==> src/rtl/mem_arbiter_pkg.sv <==
// Shared definitions for the memory arbiter.
// - state_t : top-level FSM state (BOOT, RUN, LOCK)
// - owner_t : requester identifier, also used as the registered read-owner tag
package mem_arbiter_pkg;

    typedef enum logic [1:0] {
        BOOT = 2'd0,
        RUN  = 2'd1,
        LOCK = 2'd2
    } state_t;

    typedef enum logic [1:0] {
        NONE   = 2'd0,
        INSTR  = 2'd1,
        DATA   = 2'd2,
        LOADER = 2'd3
    } owner_t;

endpackage

==> src/rtl/mem_arbiter_rr_arb2.sv <==
// Two-way round-robin arbiter with a last-winner register.
// Ports:
//   clk, rst   clock, asynchronous active-high reset
//   en         arbitration allowed this cycle (no grant when low)
//   reqA/reqB  requests (A = instruction, B = data)
//   gntA/gntB  combinational grants, at most one high
// Under contention the requester that did not win last time is granted.
// The last-winner register resets to "A won", so B is favoured first,
// and only moves when a grant is actually issued.
module rr_arb2 (
    input  logic clk,
    input  logic rst,
    input  logic en,
    input  logic reqA,
    input  logic reqB,
    output logic gntA,
    output logic gntB
);

    logic lastB;

    always_comb begin
        gntA = 1'b0;
        gntB = 1'b0;
        if (en) begin
            if (reqA && reqB) begin
                gntA = lastB;
                gntB = !lastB;
            end else begin
                gntA = reqA;
                gntB = reqB;
            end
        end
    end

    always_ff @(posedge clk or posedge rst) begin
        if (rst) begin
            lastB <= 1'b0;
        end else if (gntA || gntB) begin
            lastB <= gntB;
        end
    end

endmodule

==> src/rtl/mem_arbiter.sv <==
// Arbiter sharing one single-port RAM between an instruction fetch port,
// a data port and an image loader.
// Handshake: a requester raises *_req with its address/data stable; the
// transfer happens in the cycle where *_req and *_gnt are both high
// (grant is combinational). The requester keeps *_req high until granted.
// Reads return mem_rdata one cycle after the grant, flagged by *_rvalid.
// Ports:
//   clk, rst                    clock, asynchronous active-high reset
//   i_req/i_addr/i_gnt          instruction fetch (read only)
//   i_rvalid/i_rdata            fetch data return
//   d_req/d_we/d_addr/d_wdata   data port, d_gnt accept
//   d_rvalid/d_rdata            data read return
//   l_req/l_addr/l_wdata/l_done loader writes and load-complete pulse, l_gnt accept
//   mem_addr/mem_we/mem_wdata   RAM request, mem_rdata registered RAM output
//   cpu_run                     processor may run (RUN or LOCK)
//   dbgState                    current FSM state (state_t encoding)
module mem_arbiter
    import mem_arbiter_pkg::*;
#(
    parameter int AW = 16,
    parameter int DW = 16
) (
    input  logic          clk,
    input  logic          rst,
    input  logic          i_req,
    input  logic [AW-1:0] i_addr,
    output logic          i_gnt,
    output logic          i_rvalid,
    output logic [DW-1:0] i_rdata,
    input  logic          d_req,
    input  logic          d_we,
    input  logic [AW-1:0] d_addr,
    input  logic [DW-1:0] d_wdata,
    output logic          d_gnt,
    output logic          d_rvalid,
    output logic [DW-1:0] d_rdata,
    input  logic          l_req,
    input  logic [AW-1:0] l_addr,
    input  logic [DW-1:0] l_wdata,
    input  logic          l_done,
    output logic          l_gnt,
    output logic [AW-1:0] mem_addr,
    output logic          mem_we,
    output logic [DW-1:0] mem_wdata,
    input  logic [DW-1:0] mem_rdata,
    output logic          cpu_run,
    output logic [1:0]    dbgState
);

    state_t state, stateNext;
    owner_t rdTag, rdTagNext;
    logic   arbEn;

    rr_arb2 uRrArb (
        .clk  (clk),
        .rst  (rst),
        .en   (arbEn),
        .reqA (i_req),
        .reqB (d_req),
        .gntA (i_gnt),
        .gntB (d_gnt)
    );

    always_ff @(posedge clk or posedge rst) begin
        if (rst) begin
            state <= BOOT;
            rdTag <= NONE;
        end else begin
            state <= stateNext;
            rdTag <= rdTagNext;
        end
    end

    // Loader is served in every state; i/d arbitration only in RUN
    // and only when the loader is not asking.
    always_comb begin
        stateNext = state;
        l_gnt     = l_req;
        arbEn     = 1'b0;
        cpu_run   = 1'b1;
        unique case (state)
            BOOT: begin
                cpu_run = 1'b0;
                if (l_done) stateNext = RUN;
            end
            RUN: begin
                arbEn = !l_req;
                if (l_req) stateNext = LOCK;
            end
            LOCK: begin
                if (!l_req) stateNext = RUN;
            end
            default: begin
                stateNext = BOOT;
                l_gnt     = 1'b0;
                cpu_run   = 1'b0;
            end
        endcase
    end

    // RAM request mux; idle cycles drive all zeros.
    always_comb begin
        mem_addr  = '0;
        mem_we    = 1'b0;
        mem_wdata = '0;
        rdTagNext = NONE;
        if (l_gnt) begin
            mem_addr  = l_addr;
            mem_we    = 1'b1;
            mem_wdata = l_wdata;
        end else if (i_gnt) begin
            mem_addr  = i_addr;
            rdTagNext = INSTR;
        end else if (d_gnt) begin
            mem_addr  = d_addr;
            mem_we    = d_we;
            mem_wdata = d_wdata;
            rdTagNext = d_we ? NONE : DATA;
        end
    end

    // The tag is rewritten every cycle, so an rvalid is a single-cycle
    // pulse and a new grant never masks the one already in flight.
    assign i_rvalid = (rdTag == INSTR);
    assign d_rvalid = (rdTag == DATA);
    assign i_rdata  = mem_rdata;
    assign d_rdata  = mem_rdata;
    assign dbgState = state;

endmodule

==> config.mk <==
export PLATFORM = sky130hd
export DESIGN_NAME = mem_arbiter
export DESIGN_NICKNAME = d
export VERILOG_FILES = /design/src/rtl/mem_arbiter_pkg.sv /design/src/rtl/mem_arbiter_rr_arb2.sv /design/src/rtl/mem_arbiter.sv
export SDC_FILE = /design/constraint.sdc
export NUM_CORES = 1
export LEC_CHECK = 0
export ABC_CLOCK_PERIOD_IN_PS = 2000
export CAP_MARGIN = 20
export CORE_MARGIN = 2
export CORE_UTILIZATION = 22
export DETAILED_ROUTE_END_ITERATION = 10
export GPL_TIMING_DRIVEN = 0
export HOLD_SLACK_MARGIN = 0.1
export PLACE_DENSITY = 0.8
export SYNTH_ARGS = -nofsm -noshare
export SYNTH_HDL_FRONTEND = slang
export SYNTH_SLANG_ARGS = --single-unit
==> constraint.sdc <==
create_clock -name clk -period 2 [get_ports clk]
set_input_delay 0.4 -clock clk [delete_from_list [all_inputs] [get_ports clk]]
set_output_delay 0.4 -clock clk [all_outputs]
set_load 0.01 [all_outputs]
==> summary.md <==
| Metric | Value |
|---|---|
| GR Util met2 | 32.4% |
| I/O pins | 176 |
| Number of global-route vias before repair | 1584 |
| Root Driver | clkbuf_8 |
| Fin. max-slew vios | 0 |
| Worst reg2reg startpoint | dbgState[0] |
| Num rows | 25 |
| Clock sinks | 5 |
| Hold Crit Class | in -> async |
| # hold bufs at CTS | 0 |
| Post-DP HPWL | 3850 µm |
| Final period utilization | 110% |
| Syn avg cell area | 8.96 µm² |
| Setup CP Type | reg -> out |
| Sequential fraction of the synthesis area | 11.6% |
| Layout Nets | 422 |
| Comb power frac | 80.9% |
| Post-route setup slack | -208 ps |
| Htree depth | 1 |
| Static leakage | 1.45 nW |
| Clock input transition at the sequential cells of the worst setup and hold paths | 40 ps |
| Sequential power share | 9.4% |
| CP Data Required Time | 1600 ps |
| R2r endpoint | dbgState[1] |
| CTS tree | yes |
| Largest family of logic cells by synthesized area | compound AO/OA/AOI/OAI gates |
| Grt met1 use | 17.5% |
| Worst setup EP type | output pin |
| Slew headroom | 80.0% |
| Tot GR Track Use | 16.6% |
| F_max | 0.453 GHz |
| Unrepaired setup endpoints after global routing | true |
| Compound-Gate Fraction of Synth Area | 34.7% |
| Placed cell areas | 2750 µm² |
| Worst skew pair latency | 220 ps |
| Die Wd | 73.9 µm |
| Fillers | 421 |
| CP Max Fanout | 5 |
| Final Power | 1.93 mW |
| Internal Power | 1.24 mW |
| Fraction of registers with async set/reset | 100% |
| Synthesized Nets | 228 |
| First DRT Iteration DRCs | 57 |
| Synth Area in Simple Gates | 15.7% |
| Commonest cells after routing, fill and taps aside | 119 x clkdlybuf4s50_1, 40 x buf_4, 29 x buf_6 |
| FF+latch count, synth | 5 |
| PortBufs | 159 |
| Initial antenna violation count | 0 |
| Top_reg_cell synth | dfrtp_1 |
| Die footprint | 5460 µm² |
| Layout cells sized above 1 | 40.3% |
| Vias/cell | 4.35 |
| Final ANT Viol Nets | 0 |
| CP startpoint | dbgState[1] |
| Detailed Route WL | 5160 µm |
| Sw Share | 35.8% |
| Busiest grt layer | met2 |
| Global route total overflow | 0 |
| Clock buffer depth | 2 |
| Cells after Synth | 120 |
| Fin. Hold Viols | 0 |
| Tightest Pin Transition | 300 ps |
| Initial core utilization | 22.8% |
| CTS Buf Count | 3 |
| Met3 usage | 3.57% |
| Crit path DAT | 1810 ps |
| Post-Synthesis Cell Area | 1070 µm² |
| N_diodes | 0 |
| GPL Wtd Cong | 0.721 |
| Failing checks | negative setup slack |
| Pre-CTS setup slack | -784 ps |
| Cells on worst reg2reg path | 7 |
| Area of the multi-input gates | 661 µm² |
| Peak VDD IR | 0.279 mV |
| Yosys top cell area share | 23.1% |
| Outcome | complete, but fails checks |
| Final setup viols | 34 |
| Post-synthesis mux area share | 1.98% |
| Xor and xnor area share after synthesis | 0% |
| Post-synth cell types | 25 |
| Worst hold margin | 371 ps |
| Area contributors post-synth | buf_4 23%, a22o_1 13%, dfrtp_1 12% |
| Crit path time final | 2210 ps |
| Largest net degree at the start of global routing | 11 |
| Startpoint types | register |
| Post-Route Skew | 0.491 ps |
| DR WL/cell | 13.6 µm |
| DR pass1 iterations | 4 |
| Core area | 4720 µm² |
| P per Cell Area | 631 nW/µm² |
| Post-synth top area cell | buf_4 |
| Area grow syn2layout | 185% |
| Commonest non-fill, non-tap cell in the layout | clkdlybuf4s50_1 |
| Die Y | 73.9 µm |
| Global-route wire length before repair | 7070 µm |
| Yosys Warn Count | 0 |
| R2r setup slk | 260 ps |
| DRC viols | 0 |
| Post-synth EDFFs | 0 |
| Area share of fa/ha/maj cells after synthesis | 5.82% |
| Reg area | 126 µm² |
| Final TNS setup | -4110 ps |
| Power share of the clock group | 9.7% |
| Vias | 1653 |
| Number of max-cap violations | 0 |
| Psw | 0.693 mW |
| Design area | 3060 µm² |
-- cell type report --
type,instances,area share (%)
Tap cell,67,2.74
Timing Repair Buffer,190,58.9
Clock buffer,4,1.47
Buffer,38,10.4
Multi-Input combinational cell,70,21.6
Inverter,6,0.736
Sequential cell,5,4.13
-- layer usage --
layer	vias to the layer above	wire [µm]
met5	-	0
met4	0	49
met3	4	514
met2	106	2840
met1	746	1750
li1	797	-
-- worst max-delay path, cell delays in order, from the launching register on --
cell      delay (ps)
dfrtp_1          390
inv_2             80
ha_4             180
nand3b_1         170
a21oi_4           70
buf_12           150
buf_8            120
a221o_1          290
buf_2            150
-- per-stage QoR --
step                util (%)  std cells
finish                  64.8        380
global route            64.8        380
floorplan                  -        120
CTS                     62.3        370
global placement        58.2        346
detailed placement      58.2        346
-- flip-flops by register name, summed over array words and instances, names as in the netlist --
| name | flops |
|---|---|
| dbgState | 2 |
| rdTag | 2 |
| uRrArb.lastB | 1 |
-- worst max-delay path by stage --
| stage | end | slack [ps] | depth (start not counted) |
|---|---|---|---|
| finish | mem_addr[14] | -210 | 8 |
| floorplan | mem_addr[10] | 110 | 6 |
| global placement | mem_addr[8] | -760 | 6 |
| global route | mem_addr[14] | -280 | 8 |
| CTS | mem_addr[3] | -170 | 8 |
| detailed placement | mem_addr[11] | -780 | 6 |
-- cell usage after synthesis, types with 2 or more instances --
cell type and instances:
buf_4 33, a22o_1 16, and2_1 16, a221o_1 11, inv_1 6, a221o_2 5
dfrtp_1 5, ha_1 5, buf_6 4, a21oi_4 2, nand2_1 2, nor2b_1 2
-- repair_timing --
item | in CTS | in global routing
endpoints found under the setup margin | 36 | 36
gates resized for setup | 165 | 35
setup buffers | 17 | 9
cloned | 4 | 3
pin swaps | 8 | 17
-- power groups by stage --
stage	Sequential (mW)	Clock (mW)	Combinational [mW]
final	0.182	0.187	1.56
after global routing	0.187	0.199	1.67
after CTS	0.180	0.188	1.46
after detailed placement	0.184	0	1.29
after global placement	0.180	0	1.28
after floorplan	0.181	0	0.604
-- cell families after synthesis --
family / Yosys count
muxes: 2
DFF: 5
and+or+nand+nor: 24
AOI/OAI and AO/OA: 39
buffers and inverters: 45
adders and majority gates: 5
(Power assumes the default switching activity.)
